**src/rtl/i2c_master.sv**
```systemverilog
// i2c_master: byte-level I2C master engine (START, address+R/W, data bytes, STOP)
// on open-drain SCL/SDA, serving the i2c_transaction_* request interface.
// Optional feature macro: I2C_CLOCK_STRETCH_EN (slave may hold SCL low at Q1).
module i2c_master #(
  parameter int unsigned MAX_BYTES_PER_TRANSACTION = 3,
  parameter int unsigned CLK_FREQ_HZ               = 125_000_000,
  parameter int unsigned I2C_FREQ_HZ               = 400_000
) (
  input  logic                                               clk,
  input  logic                                               reset,
  input  logic                                               i2c_transaction_start,
  input  logic                                               i2c_transaction_rd_nwr,
  input  logic [6:0]                                         i2c_transaction_slave_addr,
  input  logic [$clog2(MAX_BYTES_PER_TRANSACTION+1)-1:0]     i2c_transaction_bytes_num,
  input  logic [7:0]                                         i2c_master_din  [0:MAX_BYTES_PER_TRANSACTION-1],
  output logic [7:0]                                         i2c_master_dout [0:MAX_BYTES_PER_TRANSACTION-1],
  output logic                                               i2c_transaction_done,
  output logic                                               i2c_transaction_busy,
  output logic                                               i2c_transaction_ack_error,
  input  logic                                               scl_i,
  output logic                                               scl_oe,
  input  logic                                               sda_i,
  output logic                                               sda_oe
);

  localparam int unsigned CNT_W   = $clog2(MAX_BYTES_PER_TRANSACTION + 1);
  localparam int unsigned QUARTER = CLK_FREQ_HZ / (4 * I2C_FREQ_HZ);
  localparam int unsigned DIV_W   = $clog2(QUARTER);

  typedef enum logic [3:0] {
    S_IDLE, S_START, S_ADDR, S_ADDR_ACK, S_WRITE_BYTE, S_WRITE_ACK,
    S_READ_BYTE, S_READ_ACK, S_STOP, S_DONE
  } state_e;

  state_e             state_q, state_d;
  logic [DIV_W-1:0]   div_q, div_d;
  logic [1:0]         qtr_q, qtr_d;
  logic [2:0]         bit_q, bit_d;
  logic [CNT_W-1:0]   idx_q, idx_d;
  logic [CNT_W-1:0]   cnt_q, cnt_d;
  logic               rd_q, rd_d;
  logic [6:0]         addr_q, addr_d;
  logic [7:0]         din_q  [0:MAX_BYTES_PER_TRANSACTION-1];
  logic [7:0]         din_d  [0:MAX_BYTES_PER_TRANSACTION-1];
  logic [7:0]         dout_q [0:MAX_BYTES_PER_TRANSACTION-1];
  logic [7:0]         dout_d [0:MAX_BYTES_PER_TRANSACTION-1];
  logic [6:0]         shift_q, shift_d;
  logic               samp_q, samp_d;
  logic               ack_err_q, ack_err_d;
  logic               done_q, done_d;
  logic               busy_q, busy_d;
  logic               scl_oe_q, scl_oe_d;
  logic               sda_oe_q, sda_oe_d;
  logic               tick_c;
  logic               slot_end_c;
  logic               slot_scl_c;
  logic               stretch_c;
  logic [7:0]         tx_byte_c;

`ifdef I2C_CLOCK_STRETCH_EN
  // Hold the divider at the start of the SCL-high quarter until the line is actually high.
  assign stretch_c = (qtr_q == 2'd1) && (div_q == '0) && !scl_i &&
                     (state_q inside {S_ADDR, S_ADDR_ACK, S_WRITE_BYTE, S_WRITE_ACK,
                                      S_READ_BYTE, S_READ_ACK, S_STOP});
`else
  logic unused_scl;
  assign unused_scl = scl_i;
  assign stretch_c  = 1'b0;
`endif

  // Next-state, datapath and registered-output decode.
  always_comb begin
    state_d    = state_q;
    div_d      = div_q;
    qtr_d      = qtr_q;
    bit_d      = bit_q;
    idx_d      = idx_q;
    cnt_d      = cnt_q;
    rd_d       = rd_q;
    addr_d     = addr_q;
    din_d      = din_q;
    dout_d     = dout_q;
    shift_d    = shift_q;
    samp_d     = samp_q;
    ack_err_d  = ack_err_q;
    tick_c     = 1'b0;
    slot_end_c = 1'b0;
    slot_scl_c = 1'b0;
    tx_byte_c  = 8'h00;
    scl_oe_d   = 1'b0;
    sda_oe_d   = 1'b0;
    done_d     = 1'b0;
    busy_d     = 1'b0;

    // Quarter-period divider, only running while a transaction is on the bus.
    if (state_q != S_IDLE && state_q != S_DONE && !stretch_c) begin
      if (div_q == DIV_W'(QUARTER - 1)) begin
        tick_c = 1'b1;
        div_d  = '0;
        qtr_d  = qtr_q + 2'd1;
      end else begin
        div_d  = div_q + DIV_W'(1);
      end
    end
    slot_end_c = tick_c && (qtr_q == 2'd3);

    // SDA sampled at the Q1/Q2 boundary; read bits land in dout on the 8th sample.
    if (tick_c && (qtr_q == 2'd1)) begin
      samp_d = sda_i;
      if (state_q == S_READ_BYTE) begin
        shift_d = {shift_q[5:0], sda_i};
        if (bit_q == 3'd7) dout_d[idx_q] = {shift_q, sda_i};
      end
    end

    case (state_q)
      S_IDLE: begin
        if (i2c_transaction_start) begin
          rd_d      = i2c_transaction_rd_nwr;
          addr_d    = i2c_transaction_slave_addr;
          din_d     = i2c_master_din;
          cnt_d     = (i2c_transaction_bytes_num > CNT_W'(MAX_BYTES_PER_TRANSACTION)) ?
                      CNT_W'(MAX_BYTES_PER_TRANSACTION) : i2c_transaction_bytes_num;
          div_d     = '0;
          qtr_d     = '0;
          bit_d     = '0;
          idx_d     = '0;
          ack_err_d = 1'b0;
          state_d   = S_START;
        end
      end
      S_START: begin
        if (slot_end_c) begin
          bit_d   = '0;
          state_d = S_ADDR;
        end
      end
      S_ADDR, S_WRITE_BYTE, S_READ_BYTE: begin
        if (slot_end_c) begin
          bit_d = bit_q + 3'd1;
          if (bit_q == 3'd7) begin
            unique case (state_q)
              S_ADDR:       state_d = S_ADDR_ACK;
              S_WRITE_BYTE: state_d = S_WRITE_ACK;
              default:      state_d = S_READ_ACK;
            endcase
          end
        end
      end
      S_ADDR_ACK: begin
        if (slot_end_c) begin
          if (samp_q) begin
            ack_err_d = 1'b1;
            state_d   = S_STOP;
          end else if (cnt_q == '0) begin
            state_d   = S_STOP;
          end else if (rd_q) begin
            state_d   = S_READ_BYTE;
          end else begin
            state_d   = S_WRITE_BYTE;
          end
        end
      end
      S_WRITE_ACK: begin
        if (slot_end_c) begin
          if (samp_q) begin
            ack_err_d = 1'b1;
            state_d   = S_STOP;
          end else begin
            idx_d   = idx_q + CNT_W'(1);
            state_d = ((idx_q + CNT_W'(1)) == cnt_q) ? S_STOP : S_WRITE_BYTE;
          end
        end
      end
      S_READ_ACK: begin
        if (slot_end_c) begin
          idx_d   = idx_q + CNT_W'(1);
          state_d = ((idx_q + CNT_W'(1)) == cnt_q) ? S_STOP : S_READ_BYTE;
        end
      end
      S_STOP: begin
        if (tick_c && (qtr_q == 2'd2)) begin
          qtr_d   = '0;
          state_d = S_DONE;
        end
      end
      S_DONE: begin
        state_d = S_IDLE;
      end
      default: begin
        state_d = S_IDLE;
      end
    endcase

    // Line drive for the position being entered, so the pins change with the state.
    slot_scl_c = (qtr_d == 2'd0) || (qtr_d == 2'd3);
    case (state_d)
      S_START: begin
        sda_oe_d = qtr_d[1];
        scl_oe_d = (qtr_d == 2'd3);
      end
      S_ADDR: begin
        tx_byte_c = {addr_d, rd_d};
        scl_oe_d  = slot_scl_c;
        sda_oe_d  = ~tx_byte_c[3'd7 - bit_d];
      end
      S_WRITE_BYTE: begin
        tx_byte_c = din_d[idx_d];
        scl_oe_d  = slot_scl_c;
        sda_oe_d  = ~tx_byte_c[3'd7 - bit_d];
      end
      S_ADDR_ACK, S_WRITE_ACK, S_READ_BYTE: begin
        scl_oe_d = slot_scl_c;
      end
      S_READ_ACK: begin
        scl_oe_d = slot_scl_c;
        sda_oe_d = ((idx_d + CNT_W'(1)) < cnt_d);
      end
      S_STOP: begin
        scl_oe_d = (qtr_d == 2'd0);
        sda_oe_d = (qtr_d != 2'd2);
      end
      default: begin
        scl_oe_d = 1'b0;
        sda_oe_d = 1'b0;
      end
    endcase
    done_d = (state_d == S_DONE);
    busy_d = (state_d != S_IDLE) && (state_d != S_DONE);
  end

  // State and output registers; reset releases both lines immediately.
  always_ff @(posedge clk or negedge reset) begin
    if (!reset) begin
      state_q   <= S_IDLE;
      div_q     <= '0;
      qtr_q     <= '0;
      bit_q     <= '0;
      idx_q     <= '0;
      cnt_q     <= '0;
      rd_q      <= 1'b0;
      addr_q    <= '0;
      din_q     <= '{default: '0};
      dout_q    <= '{default: '0};
      shift_q   <= '0;
      samp_q    <= 1'b1;
      ack_err_q <= 1'b0;
      done_q    <= 1'b0;
      busy_q    <= 1'b0;
      scl_oe_q  <= 1'b0;
      sda_oe_q  <= 1'b0;
    end else begin
      state_q   <= state_d;
      div_q     <= div_d;
      qtr_q     <= qtr_d;
      bit_q     <= bit_d;
      idx_q     <= idx_d;
      cnt_q     <= cnt_d;
      rd_q      <= rd_d;
      addr_q    <= addr_d;
      din_q     <= din_d;
      dout_q    <= dout_d;
      shift_q   <= shift_d;
      samp_q    <= samp_d;
      ack_err_q <= ack_err_d;
      done_q    <= done_d;
      busy_q    <= busy_d;
      scl_oe_q  <= scl_oe_d;
      sda_oe_q  <= sda_oe_d;
    end
  end

  assign i2c_master_dout           = dout_q;
  assign i2c_transaction_done      = done_q;
  assign i2c_transaction_busy      = busy_q;
  assign i2c_transaction_ack_error = ack_err_q;
  assign scl_oe                    = scl_oe_q;
  assign sda_oe                    = sda_oe_q;

endmodule

```
**config.mk**
```make
export PLATFORM = sky130hd
export DESIGN_NAME = i2c_master
export DESIGN_NICKNAME = d
export VERILOG_FILES = /design/src/rtl/i2c_master.sv
export SDC_FILE = /design/constraint.sdc
export NUM_CORES = 1
export LEC_CHECK = 0
export CORE_MARGIN = 3
export CORE_UTILIZATION = 47
export CTS_CLUSTER_DIAMETER = 80
export CTS_CLUSTER_SIZE = 12
export DETAILED_ROUTE_END_ITERATION = 12
export GPL_TIMING_DRIVEN = 0
export PLACE_DENSITY = 0.71
export SYNTH_ARGS = -nofsm -noshare
export SYNTH_HDL_FRONTEND = slang
export SYNTH_SLANG_ARGS = --single-unit
```
**constraint.sdc**
```tcl
create_clock -name clk -period 9.1 [get_ports clk]
set_input_delay 2.73 -clock clk [delete_from_list [all_inputs] [get_ports clk]]
set_output_delay 2.73 -clock clk [all_outputs]
set_load 0.03 [all_outputs]
```
==> flow_summary.yaml <==
cts:
  clk_pin_slew_ps: 90
  hold_buffers: 0
  cts_setup_buffers: 0
  cts_buffer_depth: 2
  cts-resized-gates: 0
  cts.sinks: 89
  clk_latency_ps: 370
  tritoncts: "yes"
  clockRootBuffer: "clkbuf_8"
  cts-buffers-inserted: 9
  htree_levels: 3
worst_setup_path:
  ff2ff_path_depth: 15
  start_kind: "primary input"
  worstReg2RegStart: "qtr_q[0]"
  cp_top_family: "buffers and inverters"
  path_cells: "clkdlybuf4s50_1 > and3_1 > buf_2 > buf_2 > buf_1 > mux2i_1 > ha_1 > a21boi_0 > nor4b_1 > mux2i_1 > nand4_1"
  cp-startpoint: "i2c_transaction_start"
  endpoint: "sda_oe"
  slowest_delay_ps: 550
  path_depth: 11
  critPathCaptureType: "flip-flop"
  slowest_stage: "clkdlybuf4s50_1"
  crit_buf_inv: 4
  worstPathArrival_ps: 5660
  path_class: "primary input to flip-flop"
  cp_max_fo: 10
  worstPathRequired_ps: 9390
  rrSetupSlack_ps: 5540
  r2r-end: "sda_oe"
global_route:
  met3_usage_pct: 3.85
  met2_usage_pct: 30.7
  first_global_vias: 3353
  grtUsageMet1_pct: 23.9
  grt_pass1_wl_um: 16200
  grt_max_degree: 74
  grt_busiest_layer: "met2"
  overflow: 0
  antenna_found_initial: 0
  track_usage_pct: 18.5
synth:
  synth-compound-area-share_pct: 8.28
  yosysTopAreaCell: "dfrtp_1"
  synth_fa_ha_area_share_pct: 4.15
  synth_most_common_cell: "dfrtp_1"
  synth-seq-cells: 89
  synth_edf_count: 0
  yosysWarnings: 0
  async_reset_ff_share_pct: 100
  yosysSeqAreaShare_pct: 49.3
  synth_cells: 396
  synthXorXnorAreaFrac_pct: 2.13
  synthFlopType: "dfrtp_1"
  synth_nets: 450
  synth_area_leaders: "dfrtp_1 49%, mux2_2 13%, ha_1 4.2%"
  yosys-top-cells-count: "88 x dfrtp_1, 54 x mux2_2, 43 x nand2_1"
  syn_area_um2: 4520
  synth-simple-area-share_pct: 15.1
  synth_top_area_share_pct: 48.7
  synth_mux_area_share_pct: 17.0
  synth_top_family_by_area: "multiplexers"
  synth.distinct_cells: 68
  syn_avg_cell_area_um2: 11.4
layout:
  drive_gt1_share_pct: 22.5
  fillers: 806
  num-nets-final: 528
  antenna-diode-count: 0
  syn2layout_area_growth_pct: 23.2
sta:
  final.setup.tns_ps: 0
  slew_viol_final: 0
  max_freq_mhz: 186
  setup_violations: 0
  clock_skew_ps: 13.6
  fin_crit_sh_pct: 59.0
  period_needed_ps: 5370
  tightest_slew_ps: 694
  rsz0062_at_grt: "no"
  final_hold_viol_count: 0
  fin_ws_ps: 3730
  max_slew_margin_pct: 53.4
min_path:
  hp-class: "flip-flop to flip-flop"
status:
  status: "complete, no violations"
floorplan:
  initial_core_util_pct: 48.7
  design.portCount: 68
  fp-row-count: 35
  fp.dieArea_um2: 10800
  die_w_um: 104
  design.core.area_um2: 9280
  die_h_um: 104
power:
  power.leakage_nw: 2.48
  ir_worst_vdd_mv: 0.104
  pwr_density_cell_nw_per_um2: 190
route:
  routed_wl_um: 9700
  drt_pre_antenna_iters: 4
  via_count: 3245
  ant_nets: 0
  drt_iter0_drc: 174
  vias_per_cell: 5.34
  post-route-drc-count: 0
  wl_per_cell_um: 16.0
placement:
  dpl.hpwl_um: 7150
  dpl_worst_slack_ps: 3350
  gp_congestion: 0.898
  portBuffers: 66
job:
  drv_cap: 0
[cells in the final DEF (no fill, tap or decap), types with 5 or more instances in the layout]
| cell type | instances |
|---|---|
| buf_4 | 5 |
| nand2_1 | 43 |
| inv_1 | 16 |
| xnor2_1 | 6 |
| mux2i_1 | 16 |
| mux2_2 | 54 |
| xor2_1 | 5 |
| clkbuf_8 | 10 |
| nor2b_1 | 5 |
| dfrtp_1 | 88 |
| clkdlybuf4s50_1 | 65 |
| a21oi_1 | 7 |
| buf_2 | 7 |
| a31oi_1 | 5 |
| o211ai_1 | 5 |
| nor3_1 | 16 |
| ha_1 | 15 |
| nor2_1 | 16 |
| nand3_1 | 8 |
| nand4_1 | 6 |
| o21ai_0 | 7 |
[area by class of cell]
| cell class | count | area (µm²) | share of cell area, % |
|---|---|---|---|
| buffer | 17 | 113 | 2.02 |
| clock buffer | 10 | 128 | 2.29 |
| clock inverter | 6 | 72.6 | 1.30 |
| inverter | 18 | 67.6 | 1.21 |
| multi-input combinational | 272 | 2110 | 37.9 |
| sequential | 89 | 2230 | 40.0 |
| tap | 129 | 161 | 2.90 |
| timing repair buffer | 67 | 686 | 12.3 |
[routing by layer]
layer | vias to the layer above | part of all wire, % | wire length, µm
met4 | 0 | 2.2 | 215
met5 | - | 0 | 0
li1 | 1572 | - | -
met2 | 84 | 48 | 4610
met3 | 18 | 4.0 | 384
met1 | 1571 | 46 | 4490
[power breakdown]
group | internal [mW] | total [mW] | switching, mW
sequential | 0.479 | 0.525 | 0.0464
clock | 0.132 | 0.284 | 0.152
combinational | 0.125 | 0.250 | 0.126
total | 0.735 | 1.06 | 0.324
[stage by stage]
step / total power, mW / hold WS [ps] / util [%] / instance area, µm² / std cells
finish: 1.06 / 480 / 59.9 / 5570 / 608
detailed placement: 0.785 / 462 / 57.8 / 5370 / 592
global route: 1.12 / 508 / 59.9 / 5570 / 608
CTS: 1.07 / 484 / 59.9 / 5570 / 608
global placement: 0.770 / 460 / 57.5 / 5340 / 591
floorplan: 0.698 / 442 / - / 4520 / 396
[cell families after synthesis]
family	after synthesis
and+or+nand+nor	125
DFF	89
muxes	70
AOI/OAI and AO/OA	51
buffers and inverters	35
adders and majority gates	15
xor gates and xnor gates	11
[tightest hold or removal path, delay by kind of cell, from the launching register on]
| kind | cells | cell delay (ps) |
|---|---|---|
| flip-flops | 1 | 350 |
| AND/OR/NAND/NOR | 2 | 110 |
[worst min path at each step]
stage / to / cells past startpoint / from
2_1_floorplan: din_q[11] / 2 / din_q[11]
3_5_place_dp: addr_q[2] / 2 / addr_q[2]
5_1_grt: addr_q[2] / 2 / addr_q[2]
4_1_cts: addr_q[2] / 2 / addr_q[2]
6_report: addr_q[2] / 2 / addr_q[2]
3_3_place_gp: addr_q[6] / 1 / addr_q[6]
[registers in the layout, indices dropped and copies added (netlist names), 2 cells and up]
register and count:
cnt_q 2, din_q 24, qtr_q 2, bit_q 3
state_q 4, i2c_master_dout 24, shift_q 7, addr_q 7
idx_q 2, div_q 7
(Power assumes the default switching activity.)
